**src/rtl/decode_stage.sv**
```systemverilog
//==============================================================================
// Module      : decode_stage
// Description : MIPS instruction decode stage. Holds the 32-entry register
//               file (with writeback-to-read bypass), decodes opcode and
//               immediate fields, and registers the operand/control bundle
//               that feeds the Execute stage.
// Revision    : 1.0 - initial release
//==============================================================================
`default_nettype none

module decode_stage #(
  parameter  int DATA_W = 32,
  parameter  int REG_N  = 32,
  localparam int IDX_W  = $clog2(REG_N)
) (
  input  logic              clk,
  input  logic              reset,
  input  logic              inValid,
  input  logic [31:0]       instruction,
  input  logic              stall,
  input  logic              flush,
  input  logic              wbRegWrite,
  input  logic [IDX_W-1:0]  wbReg,
  input  logic [DATA_W-1:0] wbData,
  output logic              outValid,
  output logic [DATA_W-1:0] ALUReadData1,
  output logic [DATA_W-1:0] ALUReadData2,
  output logic [DATA_W-1:0] immediate,
  output logic [5:0]        funct,
  output logic [2:0]        ALUOp,
  output logic              ALUSrc,
  output logic [IDX_W-1:0]  destReg,
  output logic              RegWrite,
  output logic              MemRead,
  output logic              MemWrite,
  output logic              MemtoReg,
  output logic              Branch
);

  localparam logic [5:0] C_OP_RTYPE = 6'b000000;
  localparam logic [5:0] C_OP_LW    = 6'b100011;
  localparam logic [5:0] C_OP_SW    = 6'b101011;
  localparam logic [5:0] C_OP_BEQ   = 6'b000100;
  localparam logic [5:0] C_OP_ADDI  = 6'b001000;
  localparam logic [5:0] C_OP_ANDI  = 6'b001100;
  localparam logic [5:0] C_OP_ORI   = 6'b001101;
  localparam logic [5:0] C_OP_SLTI  = 6'b001010;

  // Everything Execute consumes travels as one pipeline word, so a bubble is
  // simply the all-zero value.
  typedef struct packed {
    logic              valid;
    logic [DATA_W-1:0] rd1;
    logic [DATA_W-1:0] rd2;
    logic [DATA_W-1:0] imm;
    logic [5:0]        funct;
    logic [2:0]        alu_op;
    logic              alu_src;
    logic [IDX_W-1:0]  dest;
    logic              reg_write;
    logic              mem_read;
    logic              mem_write;
    logic              mem_to_reg;
    logic              branch;
  } bundle_t;

  logic [DATA_W-1:0] rf_q [REG_N];
  logic [DATA_W-1:0] rf_d [REG_N];
  bundle_t           pipe_q;
  bundle_t           pipe_d;

  logic [5:0]        w_opcode;
  logic [IDX_W-1:0]  w_rs;
  logic [IDX_W-1:0]  w_rt;
  logic [IDX_W-1:0]  w_rd;
  logic [15:0]       w_imm16;
  logic              w_wb_en;
  logic [DATA_W-1:0] w_rs_val;
  logic [DATA_W-1:0] w_rt_val;
  logic              w_supported;
  logic              w_zero_ext;
  bundle_t           w_dec;

  assign w_opcode = instruction[31:26];
  assign w_rs     = instruction[25:21];
  assign w_rt     = instruction[20:16];
  assign w_rd     = instruction[15:11];
  assign w_imm16  = instruction[15:0];

  // r0 is hardwired to zero, so writes aimed at it are dropped here and it is
  // also excluded from the bypass path.
  assign w_wb_en  = wbRegWrite && (wbReg != '0);

  // Operand read with same-cycle writeback bypass.
  assign w_rs_val = (w_rs == '0)                 ? '0     :
                    (w_wb_en && (wbReg == w_rs)) ? wbData : rf_q[w_rs];
  assign w_rt_val = (w_rt == '0)                 ? '0     :
                    (w_wb_en && (wbReg == w_rt)) ? wbData : rf_q[w_rt];

  // Register-file next state: writeback runs regardless of stall/flush.
  always_comb begin
    rf_d = rf_q;
    if (w_wb_en) begin
      rf_d[wbReg] = wbData;
    end
  end

  // Register-file storage, fully cleared by reset.
  always_ff @(posedge clk or posedge reset) begin
    if (reset) begin
      rf_q <= '{default: '0};
    end else begin
      rf_q <= rf_d;
    end
  end

  // Opcode decode into the next bundle; unknown opcodes and idle slots
  // collapse to a bubble.
  always_comb begin
    w_dec       = '0;
    w_supported = 1'b1;
    w_zero_ext  = 1'b0;
    case (w_opcode)
      C_OP_RTYPE: begin
        w_dec.alu_op    = 3'b010;
        w_dec.reg_write = 1'b1;
        w_dec.dest      = w_rd;
      end
      C_OP_LW: begin
        w_dec.alu_op     = 3'b000;
        w_dec.alu_src    = 1'b1;
        w_dec.mem_read   = 1'b1;
        w_dec.mem_to_reg = 1'b1;
        w_dec.reg_write  = 1'b1;
        w_dec.dest       = w_rt;
      end
      C_OP_SW: begin
        w_dec.alu_op    = 3'b000;
        w_dec.alu_src   = 1'b1;
        w_dec.mem_write = 1'b1;
      end
      C_OP_BEQ: begin
        w_dec.alu_op = 3'b001;
        w_dec.branch = 1'b1;
      end
      C_OP_ADDI, C_OP_ANDI, C_OP_ORI, C_OP_SLTI: begin
        w_dec.alu_src   = 1'b1;
        w_dec.reg_write = 1'b1;
        w_dec.dest      = w_rt;
        case (w_opcode)
          C_OP_ANDI: begin w_dec.alu_op = 3'b011; w_zero_ext = 1'b1; end
          C_OP_ORI:  begin w_dec.alu_op = 3'b100; w_zero_ext = 1'b1; end
          C_OP_SLTI: w_dec.alu_op = 3'b101;
          default:   w_dec.alu_op = 3'b000;
        endcase
      end
      default: w_supported = 1'b0;
    endcase

    w_dec.valid = 1'b1;
    w_dec.rd1   = w_rs_val;
    w_dec.rd2   = w_rt_val;
    w_dec.funct = instruction[5:0];
    w_dec.imm   = w_zero_ext ? {{(DATA_W-16){1'b0}}, w_imm16}
                             : {{(DATA_W-16){w_imm16[15]}}, w_imm16};

    if (!(inValid && w_supported)) begin
      w_dec = '0;
    end
  end

  // Pipeline-register next state: flush beats stall, stall beats load.
  always_comb begin
    pipe_d = pipe_q;
    if (flush) begin
      pipe_d = '0;
    end else if (!stall) begin
      pipe_d = w_dec;
    end
  end

  // Pipeline register toward Execute, cleared immediately by reset.
  always_ff @(posedge clk or posedge reset) begin
    if (reset) begin
      pipe_q <= '0;
    end else begin
      pipe_q <= pipe_d;
    end
  end

  assign outValid     = pipe_q.valid;
  assign ALUReadData1 = pipe_q.rd1;
  assign ALUReadData2 = pipe_q.rd2;
  assign immediate    = pipe_q.imm;
  assign funct        = pipe_q.funct;
  assign ALUOp        = pipe_q.alu_op;
  assign ALUSrc       = pipe_q.alu_src;
  assign destReg      = pipe_q.dest;
  assign RegWrite     = pipe_q.reg_write;
  assign MemRead      = pipe_q.mem_read;
  assign MemWrite     = pipe_q.mem_write;
  assign MemtoReg     = pipe_q.mem_to_reg;
  assign Branch       = pipe_q.branch;

endmodule

`default_nettype wire
```
**config.mk**
```make
export PLATFORM = sky130hd
export DESIGN_NAME = decode_stage
export DESIGN_NICKNAME = d
export VERILOG_FILES = /design/src/rtl/decode_stage.sv
export SDC_FILE = /design/constraint.sdc
export NUM_CORES = 2
export LEC_CHECK = 0
export CAP_MARGIN = 20
export CORE_MARGIN = 2
export CORE_UTILIZATION = 28
export DETAILED_ROUTE_END_ITERATION = 8
export SYNTH_ARGS = -nofsm -noshare
export SYNTH_HDL_FRONTEND = slang
export SYNTH_SLANG_ARGS = --single-unit
```
**constraint.sdc**
```tcl
create_clock -name clk -period 42.2 [get_ports clk]
set_input_delay 6.33 -clock clk [delete_from_list [all_inputs] [get_ports clk]]
set_output_delay 6.33 -clock clk [all_outputs]
set_load 0.005 [all_outputs]
```
# Yosys cells after proc, flatten, opt, wreduce, memory -nomap -nowiden
# Index checks and enable logic that the tools add are counted.
[totals]
reg_bits = 1141
inputBits = 75
elab_cells = 103
[op_classes]
n_lt_le_gt_ge = 4
eq_ne = 10
mux = 27
n_bitwise = 3
reduce_logical = 14
[op_table]
columns = ["cell", "count"]
rows = [
  ["$bwmux W1024", 1],
  ["$mux W117", 3],
  ["$bmux W32 S5", 2],
  ["$mux W32", 10],
  ["$demux W32 S5", 1],
  ["$eq A6 B4 Y1 const B", 4],
  ["$ge A6 B6 Y1 const B", 3],
  ["$not A5 Y6", 3],
  ["$pmux W3 S3", 2],
  ["$eq A6 B6 Y1 const B", 2],
  ["$pmux W6 S2", 1],
  ["$eq A5 B5 Y1", 2],
  ["$logic_not A5 Y1", 2],
  ["$reduce_or A8 Y1", 1],
  ["$mux W1", 7],
  ["$eq A6 B3 Y1 const B", 1],
  ["$logic_not A6 Y1", 1],
  ["$lt A6 B1 Y1 const B", 1],
  ["$reduce_or A6 Y1", 1],
  ["$logic_and A1 B1 Y1", 5],
  ["$reduce_bool A5 Y1", 1],
  ["$reduce_or A5 Y1", 1],
  ["$reduce_or A4 Y1", 1],
  ["$ne A2 B1 Y1 const B", 1],
  ["$reduce_or A2 Y1", 1],
]

# Longest topological paths before layout
[depth]
word_depth = 9
depth_mapped = 11
ltp_nobuf = 6

# Least setup slack after synthesis
# No wires, ideal clock.
[synth_path]
kind = "in2reg"
from = "input instruction[21]"
to = "register pipe_q, in the netlist ALUReadData1[15]"
setup_ns = 0.126
t_arrival_ns = 8.205
t_required_ns = 42.074
path_slack_ns = 33.869
stages = 7
path_cell_list = "buf_2 buf_4 buf_2 mux4_2 a2111oi_0 nor3_1 a221o_1"
[synth_between]
elab_chain_len = 9
word_cells_on_any_way = 12
[synth_lines]
columns = ["element", "line", "rtl"]
rows = [
  ["start, declared", "19", "input logic [31:0] instruction,"],
  ["$not A5 Y6 (not written as such)", "96", "(w_wb_en && (wbReg == w_rs)) ? wbData : rf_q[w_rs];"],
  ["$bmux W32 S5", "96", ""],
  ["$mux W32 (not written as such) (2 in series)", "96", ""],
  ["$mux W32", "96", ""],
  ["$mux W32 (*)", "95", "assign w_rs_val = (w_rs == '0) ? '0 :"],
  ["$mux W117 (*)", "167", "if (!(inValid && w_supported)) begin"],
  ["$mux W117 (*)", "177", "end else if (!stall) begin"],
  ["$mux W117 (*)", "175", "if (flush) begin"],
  ["end signal, assigned", "187", "pipe_q <= pipe_d;"],
  ["end, declared", "69", "bundle_t pipe_q;"],
]
# Mark *: on every way between the ends. The rest lies on a longest branch, timed or not. The select of a mux whose other input is x is not followed.
# A chain may end at the register's enable or synchronous reset.

# Final worst setup path
[layout_path]
from = "input instruction[21]"
to = "register pipe_q, in the netlist ALUReadData1[8]"
# Same word-level chain as after synthesis.

==> results list <==
* Global-route wire length before repair: approximately 300,000 µm
* Critical Path Start Type: input port
- In this run the standard cell core region covers between 0.2 and 0.25 mm².
- Synth Net Count: ~4,300
- Number of buffers inserted by post-CTS setup repair: 0
- Most area-consuming cells after synthesis: dfrtp_1 (48%), mux2_2 (20%), mux4_2 (11%), mux2i_1 (7.5%), a22oi_1 (1.9%)
- Sequential power share: between 40% and 50%
- Initial standard-cell utilization of the core: 28.19%
- The share of synthesized area in the top cell type comes to approximately 48%.
- Shortest clock period the worst path allows after layout: ~10,000 ps
* Standby leakage power: about 29 nW
- The die covers about 0.21 mm².
- Number of inserted filler cells in the final layout: 20,270
* Worst endpoint required time: approximately 43,000 ps
- For this run, the top clock speed supported by timing is 99.58 MHz.
- End point of the worst hold path: rf_q[993]$_DFFE_PP0P_
* Layout overhead on the synthesized area: 15.36%
- Clk buf depth: 3
- Total number of clock tree sinks: between 1,000 and 1,500
- Drt initial violations: about 4,100
- In this run the worst path has a maximum fanout of 72.
- CTS tree: yes
- Synthesis instantiated 61 different standard cells from the library.
* Root buf cell: clkbuf_16
- Wires add up to approximately 210,000 µm.
* Number of buffers created by CTS: about 120
- Number of rows created at floorplan: approximately 170
- The synthesized design spends more area on one cell type than any other, namely dfrtp_1.
- Final hold analysis gives a worst-case slack of ~400 ps.
- Number of nets with antenna violations after routing: 0
- Total number of vias: between 30,000 and 40,000
- The synthesized netlist occupies a cell area of about 0.06 mm².
- In this run the critical register-to-register path is launched from rf_q[613]$_DFFE_PP0P_.
- Number of global-route vias before repair: between 40,000 and 50,000
* Global routing usage summed across all routing layers: between 15 and 20%
- Synthesis handed over a netlist of around 4,200 instances.
- Gates resized during post-CTS repair numbered 0.
* Async SR Flop Fraction: between 90% and 100%
- Share of the core filled with cells: 32.52%
* Final max-slew violation count: 0
- The worst hold path begins at rf_q[993]$_DFFE_PP0P_.
- TNS Setup: 0 ps
- Placed wire-length estimate: between 100,000 and 150,000 µm
- In this run the mean area of a mapped cell was around 14 µm².
- Routability cong.: 0.8277
- Initial antenna violation count: 9
* Cell-internal power: approximately 2.2 mW
- Most common cell in the netlist: dfrtp_1
- VDD sags by at most between 30 and 40 µV.
- In this run the horizontal extent of the chip is around 460 µm.
- After detailed routing, the number of vias per cell comes to approximately 5.6.
* Hold Path Class: register to register
- The clock network burns roughly 35% of the power.
- Dividing total power by cell area gives a power density of roughly 45 mW/mm².
* Post-route DRC: 0
* RSZ-0062 raised after global routing: false
- The tool flagged a number of max-cap violations equal to 0.
- Final nets: between 4,000 and 5,000
* Number of buffer cells added on primary ports: between 150 and 200
* IO Count: 192
* Largest net degree at the start of global routing: 181
* Clk_skew: ~31 ps
- After synthesis, the most frequently instantiated cells are dfrtp_1 (1,119), mux2_2 (1,014), mux2i_1 (440), mux4_2 (294), clkbuf_1 (284).
- The worst hold path was traced through 0 stages.
- The pre-antenna-repair detailed-routing pass consisted of 8 iterations.
- At the pin with the least slew margin, the transition time is between 1000 and 1500 ps.
* Number of endpoints with negative hold slack in the final report: 0
- The flow ran to the end, and the final reports show no timing, DRC or antenna violations.
- In this run, synthesis inferred 0 flip-flops with an integrated enable.
- For this run the aggregate overflow at the end of global routing stands at 0.
- Post-CTS Hold Buffers: 0
* Worst-path clk slew: ~60 ps
* Slew Limit Headroom: roughly 17%
* Clock latency reported for the late side of the worst-skew pair: between 700 and 800 ps
- In this run the number of H-tree levels came out at 3.
- Post-route fraction of the period consumed by the critical path: about a quarter
- Number of storage elements in the synthesis netlist: ~1,100
- Summed over all nets, the switching power comes to between 800 and 900 µW.
* Category of the most critical setup path: input port to register
* Most instantiated flip-flop cell in the synthesis netlist: dfrtp_1
- Fraction of layout cells with a size suffix above 1: 39.76%
* Warning count from the yosys run: 0
* FF-to-FF End: ALUReadData1[5]$_DFFE_PP0P_
- Routed WL per cell: ~30 µm
* Power share of the combinational group: a little under a fifth
* Switching portion of total power: ~28%
- The share of the Yosys chip area taken by registers is between 40% and 50%.
* Arrival time worst endpoint: around 11,000 ps
* # setup viols final: 0
- Worst Reg-to-Reg Cells: 5
* Chip height: 460.6 µm
- The worst setup path is captured at a register.
- In this run the register-to-register setup slack is between 30,000 and 40,000 ps.
-- sequential cells by signal (all words and copies together) (netlist names) --
| signal | flops |
|---|---|
| ALUReadData1 | 32 |
| immediate | 17 |
| MemWrite | 1 |
| Branch | 1 |
| ALUOp | 3 |
| destReg | 5 |
| ALUReadData2 | 32 |
| outValid | 1 |
| MemRead | 1 |
| rf_q | 1024 |
| ALUSrc | 1 |
| RegWrite | 1 |
-- cell families (layout without fill, tap and decap cells) --
| kind of cell | Yosys count | count (layout) | synth area share [%] |
|---|---|---|---|
| xor+xnor | 10 | 10 | 0.1500 |
| mux | 1763 | 1763 | 38.74 |
| simple gates | 330 | 330 | 2.817 |
| compound gates | 517 | 517 | 6.658 |
| other cells | 0 | 7 | 0 |
| buf+inv | 495 | 552 | 3.667 |
| flops | 1119 | 1119 | 47.97 |
-- worst max-delay path by stage --
stage | start | end | slack (ps) | cells after the start
6_report | instruction[21] | ALUReadData1[8]$_DFFE_PP0P_ | 32160 | 9
2_1_floorplan | reset | ALUOp[0]$_DFFE_PP0P_ | 4360 | 1
4_1_cts | instruction[21] | ALUReadData1[8]$_DFFE_PP0P_ | 32140 | 8
5_1_grt | instruction[21] | ALUReadData1[6]$_DFFE_PP0P_ | 31890 | 9
3_5_place_dp | instruction[21] | ALUReadData1[8]$_DFFE_PP0P_ | 31320 | 8
3_3_place_gp | instruction[21] | ALUReadData1[8]$_DFFE_PP0P_ | 31340 | 8
-- routing by layer --
metal | wire (µm) | vias to the layer above | GRT usage (%)
met5 | 7 | - | 0
met1 | 84080 | 21390 | 24.58
met3 | 15780 | 520 | 3.820
met4 | 12540 | 2 | 10.92
met2 | 99780 | 1817 | 31.79
li1 | - | 16120 | -
-- cells in the final DEF (no fill, tap or decap), types with 32 or more instances in the layout --
master / netlist / final
dfrtp_1: 1119 / 1119
mux2_2: 1014 / 1014
mux2i_1: 440 / 440
mux4_2: 294 / 294
clkdlybuf4s50_1: 0 / 182
a22oi_1: 151 / 151
clkbuf_16: 0 / 122
buf_4: 30 / 119
nand2_1: 99 / 84
o22ai_1: 73 / 73
a22o_1: 54 / 54
nor3_1: 48 / 48
nand3_1: 47 / 47
o221ai_1: 32 / 32
-- stage by stage --
stage                     setup slack, ps  total power, mW  instance area, µm²  instances
after floorplan                      4360            1.809               58370       4234
after global placement              31340            1.945               62810       6841
after detailed placement            31320            1.969               63000       6849
after CTS                           32140            3.044               66950       7064
after global routing                31890            3.159               67330       7084
final                               32160            3.038               67340       7086
-- layout make-up --
class	count	area, µm²	area share, %
sequential	1119	28000	41.58
clock inverter	38	461.7	0.6856
inverter	3	18.77	0.02787
timing repair buffer	334	3385	5.026
clock buffer	177	3496	5.191
multi-input combinational	2620	28470	42.28
tap	2788	3488	5.180
antenna	7	17.52	0.02601
-- worst max-delay path, cell delays in order --
cell and delay, ps:
buf_8 600, buf_4 810, buf_4 570, buf_4 690, mux4_2 590, mux2_2 280, a221oi_1 280, nor3_1 80
a221o_1 290
-- power groups by stage --
stage	logic [mW]	registers, mW	clock network, mW
final	0.560	1.40	1.07
after global routing	0.600	1.43	1.13
after CTS	0.556	1.40	1.09
after detailed placement	0.554	1.42	0
after global placement	0.539	1.41	0
after floorplan	0.436	1.37	0
No activity file was read; power rests on OpenSTA's default activity.
